**src/rtl/tx_frame_arbiter_if.sv**
```systemverilog
// Bundle of requester and UART-side signals for tx_frame_arbiter.
// The slave modport is the arbiter's view; the master modport is its environment.
interface tx_frame_arbiter_if;
   logic        req0;
   logic [23:0] data0;
   logic        req1;
   logic [23:0] data1;
   logic        ack0;
   logic        ack1;
   logic        tx_busy;
   logic        tx_send;
   logic [7:0]  tx_data;
   logic        busy;
   logic        timeout_err;

   modport slave (
      input  req0, data0, req1, data1, tx_busy,
      output tx_send, tx_data, ack0, ack1, busy, timeout_err
   );

   modport master (
      output req0, data0, req1, data1, tx_busy,
      input  tx_send, tx_data, ack0, ack1, busy, timeout_err
   );
endinterface

```
**src/rtl/tx_frame_arbiter.sv**
```systemverilog
// Two-requester arbiter that serialises 24-bit frames into three bytes for a UART transmitter.
// Grants alternate on ties; every byte wait is bounded, and expired waits raise a sticky error.
module tx_frame_arbiter #(
   parameter int BUSY_WAIT = 8,
   parameter int TIMEOUT   = 1023
) (
   input  logic                clk,
   input  logic                reset,
   tx_frame_arbiter_if.slave   bus,
   output logic [2:0]          state_dbg
);
   localparam int MAX_WAIT = (BUSY_WAIT > TIMEOUT) ? BUSY_WAIT : TIMEOUT;
   localparam int TW       = $clog2(MAX_WAIT + 1);
   localparam logic [TW-1:0] BW_LAST = TW'(BUSY_WAIT - 1);
   localparam logic [TW-1:0] TO_LAST = TW'(TIMEOUT - 1);

   typedef enum logic [2:0] {
      IDLE       = 3'd0,
      SEND       = 3'd1,
      WAIT_START = 3'd2,
      WAIT_DONE  = 3'd3,
      NEXT       = 3'd4,
      DONE       = 3'd5
   } state_t;

   state_t          state_q, state_d;
   logic            pend0_q, pend1_q;
   logic            last_q;
   logic            gnt_q;
   logic [23:0]     frame_q;
   logic [1:0]      idx_q;
   logic [TW-1:0]   timer_q;
   logic            err_q;

   logic grant0, grant1, timer_clr, timer_inc, idx_inc, err_set, done;

   always_comb begin
      state_d   = state_q;
      grant0    = 1'b0;
      grant1    = 1'b0;
      timer_clr = 1'b0;
      timer_inc = 1'b0;
      idx_inc   = 1'b0;
      err_set   = 1'b0;
      done      = 1'b0;
      case (state_q)
         IDLE: begin
            // On a tie the requester not served last wins.
            if (pend0_q && pend1_q) begin
               grant0 = last_q;
               grant1 = ~last_q;
            end else begin
               grant0 = pend0_q;
               grant1 = pend1_q;
            end
            if (grant0 || grant1) state_d = SEND;
         end
         SEND: begin
            timer_clr = 1'b1;
            state_d   = WAIT_START;
         end
         WAIT_START: begin
            if (bus.tx_busy) begin
               timer_clr = 1'b1;
               state_d   = WAIT_DONE;
            end else if (timer_q == BW_LAST) begin
               err_set = 1'b1;
               state_d = NEXT;
            end else begin
               timer_inc = 1'b1;
            end
         end
         WAIT_DONE: begin
            if (!bus.tx_busy) begin
               state_d = NEXT;
            end else if (timer_q == TO_LAST) begin
               err_set = 1'b1;
               state_d = NEXT;
            end else begin
               timer_inc = 1'b1;
            end
         end
         NEXT: begin
            if (idx_q < 2'd2) begin
               idx_inc = 1'b1;
               state_d = SEND;
            end else begin
               state_d = DONE;
            end
         end
         DONE: begin
            done    = 1'b1;
            state_d = IDLE;
         end
         default: state_d = IDLE;
      endcase
   end

   always_ff @(posedge clk or posedge reset) begin
      if (reset) begin
         state_q <= IDLE;
         pend0_q <= 1'b0;
         pend1_q <= 1'b0;
         last_q  <= 1'b1;
         gnt_q   <= 1'b0;
         frame_q <= '0;
         idx_q   <= '0;
         timer_q <= '0;
         err_q   <= 1'b0;
      end else begin
         state_q <= state_d;
         // A new request in the same cycle as its grant keeps the flag set.
         pend0_q <= bus.req0 | (pend0_q & ~grant0);
         pend1_q <= bus.req1 | (pend1_q & ~grant1);
         if (grant0 || grant1) begin
            frame_q <= grant0 ? bus.data0 : bus.data1;
            gnt_q   <= grant1;
            idx_q   <= '0;
         end else if (idx_inc) begin
            idx_q <= idx_q + 2'd1;
         end
         if (timer_clr)      timer_q <= '0;
         else if (timer_inc) timer_q <= timer_q + TW'(1);
         if (err_set) err_q  <= 1'b1;
         if (done)    last_q <= gnt_q;
      end
   end

   always_comb begin
      case (idx_q)
         2'd0:    bus.tx_data = frame_q[23:16];
         2'd1:    bus.tx_data = frame_q[15:8];
         default: bus.tx_data = frame_q[7:0];
      endcase
   end

   assign bus.tx_send     = (state_q == SEND);
   assign bus.ack0        = (state_q == DONE) && !gnt_q;
   assign bus.ack1        = (state_q == DONE) && gnt_q;
   assign bus.busy        = (state_q != IDLE);
   assign bus.timeout_err = err_q;
   assign state_dbg       = state_q;
endmodule

```
**src/flat_wrapper.sv**
```systemverilog
// flat-port wrapper written by rule: the top's interface ports become plain ports
module tx_frame_arbiter_flat 
#(
   parameter int BUSY_WAIT = 8,
   parameter int TIMEOUT   = 1023
)
  (clk, reset, state_dbg, bus_req0, bus_data0, bus_req1, bus_data1, bus_tx_busy, bus_tx_send, bus_tx_data, bus_ack0, bus_ack1, bus_busy, bus_timeout_err);
  tx_frame_arbiter_if bus_i ();
  input  logic clk;
  input  logic reset;
  output logic [2:0] state_dbg;
  input wire logic [$bits(bus_i.req0)-1:0] bus_req0;
  input wire logic [$bits(bus_i.data0)-1:0] bus_data0;
  input wire logic [$bits(bus_i.req1)-1:0] bus_req1;
  input wire logic [$bits(bus_i.data1)-1:0] bus_data1;
  input wire logic [$bits(bus_i.tx_busy)-1:0] bus_tx_busy;
  output wire logic [$bits(bus_i.tx_send)-1:0] bus_tx_send;
  output wire logic [$bits(bus_i.tx_data)-1:0] bus_tx_data;
  output wire logic [$bits(bus_i.ack0)-1:0] bus_ack0;
  output wire logic [$bits(bus_i.ack1)-1:0] bus_ack1;
  output wire logic [$bits(bus_i.busy)-1:0] bus_busy;
  output wire logic [$bits(bus_i.timeout_err)-1:0] bus_timeout_err;
  assign bus_i.req0 = bus_req0;
  assign bus_i.data0 = bus_data0;
  assign bus_i.req1 = bus_req1;
  assign bus_i.data1 = bus_data1;
  assign bus_i.tx_busy = bus_tx_busy;
  assign bus_tx_send = bus_i.tx_send;
  assign bus_tx_data = bus_i.tx_data;
  assign bus_ack0 = bus_i.ack0;
  assign bus_ack1 = bus_i.ack1;
  assign bus_busy = bus_i.busy;
  assign bus_timeout_err = bus_i.timeout_err;
  tx_frame_arbiter #(.BUSY_WAIT(BUSY_WAIT), .TIMEOUT(TIMEOUT)) u_core (.clk(clk), .reset(reset), .bus(bus_i), .state_dbg(state_dbg));
endmodule
```
**config.mk**
```make
export PLATFORM = sky130hd
export DESIGN_NAME = tx_frame_arbiter_flat
export DESIGN_NICKNAME = d
export VERILOG_FILES = /design/src/rtl/tx_frame_arbiter_if.sv /design/src/rtl/tx_frame_arbiter.sv /design/src/flat_wrapper.sv
export SDC_FILE = /design/constraint.sdc
export NUM_CORES = 1
export LEC_CHECK = 0
export ABC_AREA = 1
export CAP_MARGIN = 20
export CORE_ASPECT_RATIO = 1.75
export CORE_MARGIN = 3
export CORE_UTILIZATION = 40
export CTS_BUF_LIST = sky130_fd_sc_hd__clkbuf_4
export DETAILED_ROUTE_END_ITERATION = 8
export PLACE_DENSITY = 0.7
export SYNTH_ARGS = -nofsm -noshare
export SYNTH_HDL_FRONTEND = slang
export SYNTH_SLANG_ARGS = --single-unit
```
**constraint.sdc**
```tcl
create_clock -name clk -period 3.7 [get_ports clk]
set_input_delay 0.74 -clock clk [delete_from_list [all_inputs] [get_ports clk]]
set_output_delay 0.74 -clock clk [all_outputs]
set_load 0.01 [all_outputs]
```
==> results.cfg <==
[outcome]
status = finished, final reports clean

[global_routing]
grt_first_pass_wirelength_mm = 11.0
track_usage = 0.197
antenna_found_initial = 0
met3_usage = 0.0396
grt_max_degree = 45
use_met2 = 0.363
grt_pass1_vias = 2375
grt_use_met1 = 0.224
overflow = 0
grt_busiest_layer = met2

[timing]
fin_skew_ns = 0.00651
hold_violations = 0
slew_headroom = 0.572
fin_crit_ns = 3.08
slew_violations = 0
setup_tns_ns = 0
tightest_slew_ns = 0.641
period_share = 0.833
fmax_mhz = 325
grt_setup_unrepaired = false
setup_viol = 0

[final_layout]
syn_to_final_growth_pct = 32.1
final_util = 0.550
layout.nets = 453
drive_above_1_share = 0.0479
antennaDiodeCount = 0

[yosys]
synthTopCellsByCount = nand2_1, nor2_1, dfrtp_1
ys_warn_count = 0
ys_seq_area_frac = 0.443
yosysUniqueCellTypes = 30
yosys-top-cells-area = dfrtp_1, nand2_1, nor2_1
synth.top_cell.area_share = 0.433
synth_flop_cell = dfrtp_1
synthesis.nets = 388
synth_seq_cells = 44
synth_top_area_cell = dfrtp_1
synth_cells = 331
syn_area_um2 = 2490
avgSynthCellArea_um2 = 7.51
synth_edf_count = 0
yosysMostFrequentCell = nand2_1
async_flop_share = 1.00

[detailed_routing]
ant_nets = 0
wirelength_mm = 6.66
wl_per_cell_um = 14.0
num_vias = 2426
drtPass1Iterations = 5
vias_per_cell = 5.11
drc = 0
drt_iter0_drc = 101

[cts]
cts_resized = 0
ctsHoldBuffers = 0
clock_sinks = 44
clock_latency_ns = 0.35
tritoncts = yes
root_buffer = clkbuf_4
numCtsBuffers = 5
cts_setup_buffers = 0
cts.clk_slew.worst_paths_ns = 0.13
htreeDepth = 2
cts_buffer_depth = 2

[floorplanning]
initial_utilization = 0.417
core_area_um2 = 5970
dieWidth_um = 65.6
die-area_um2 = 7240
rows = 37
ios = 69
chipHeight_um = 110

[pwr]
ir_worst_vdd_uv = 400
p_per_area_nw_per_um2 = 751
p_leak_nw = 1.51

[setup_path]
crit_arrival_ns = 2.34
start_kind = flip-flop
crit_path_end_kind = output pin
critical_path_class = reg -> out
crit_fanout = 9
crit_required_ns = 2.96

[worst_hold_path]
hold_path_class = reg -> reg

[placement]
hpwl_mm = 5.00
gp_congestion = 0.949
port-buffer-count = 68

[job]
drv_cap = 0
## per-stage QoR
step                instances  setup slack, ns  hold WS [ns]  power [mW]  cell area (µm²)
floorplan                 331             1.68         0.454        1.69             2490
global placement          466             1.17         0.461        2.13             3190
detailed placement        466             1.05         0.457        2.16             3190
CTS                       474            0.638         0.492        2.47             3270
global route              475            0.437         0.526        2.68             3290
finish                    475            0.620         0.492        2.47             3290
## cells in the final DEF (no fill, tap or decap), types with 2 or more instances in the layout
cell,instances
clkdlybuf4s50_1,68
o21bai_1,2
nand3b_1,2
o21ai_0,7
nand3_1,17
xor2_1,4
nand2_1,88
nand4_1,12
clkbuf_4,6
nor2_2,2
inv_1,26
nor2_1,45
a22oi_1,8
buf_4,2
o21ai_1,20
a21oi_1,28
dfrtp_1,43
ha_1,4
## metal layers
metal	up-vias	part of all wire
met5	-	0
met4	0	0.020
met3	9	0.047
met2	62	0.54
met1	1141	0.39
li1	1214	-
## state kept, by name (all words and copies together) (netlist names), 2 cells and up
name              flops
u_core.state_dbg      3
u_core.idx_q          2
u_core.frame_q       24
u_core.timer_q       10
## cell families (layout without fill, tap and decap cells)
kind of cell    count (synthesis)  in the layout  share of synthesized area
fa+ha+maj                       4              4                     0.0201
buf+inv                        40            106                     0.0780
compound gates                 70             70                      0.159
xor+xnor                        4              4                     0.0141
flops                          44             44                      0.443
simple gates                  169            169                      0.285
## power by group
| part | internal (mW) | switching [mW] | leakage (nW) |
|---|---|---|---|
| Sequential | 0.678 | 0.161 | 0.546 |
| Clock | 0.149 | 0.157 | 0.0456 |
| Combinational | 0.564 | 0.757 | 0.916 |
| Total | 1.39 | 1.08 | 1.51 |
## area by class of cell
cell class | count | area [µm²]
Tap cell | 78 | 97.6
Clock buffer | 6 | 45.0
Timing Repair Buffer | 71 | 711
Multi-Input combinational cell | 247 | 1190
Inverter | 27 | 104
Sequential cell | 44 | 1100
Clock inverter | 2 | 35.0
Fill cell | 544 | 2690
## worst paths after layout
check,startpoint,to,slack [ns],cells past startpoint
max in group asynchronous,reset,u_core.frame_q[23],2.50,3
min,u_core.bus.timeout_err,u_core.bus.timeout_err,0.49,1
max,u_core.idx_q[1],bus_tx_data[0],0.62,6
max reg2reg,u_core.timer_q[0],u_core.timer_q[2],1.57,9
min in group asynchronous,reset,u_core.frame_q[2],0.82,3
min reg2reg,u_core.bus.timeout_err,u_core.bus.timeout_err,0.49,1
## worst max-delay path: stages (launching register included)
cell and delay (ns):
dfrtp_1 0.38, inv_1 0.08, ha_1 0.30, nor2_1 0.45, a22oi_1 0.14, nand2_1 0.11, clkdlybuf4s50_1 0.54
No activity file was read; power rests on OpenSTA's default activity.
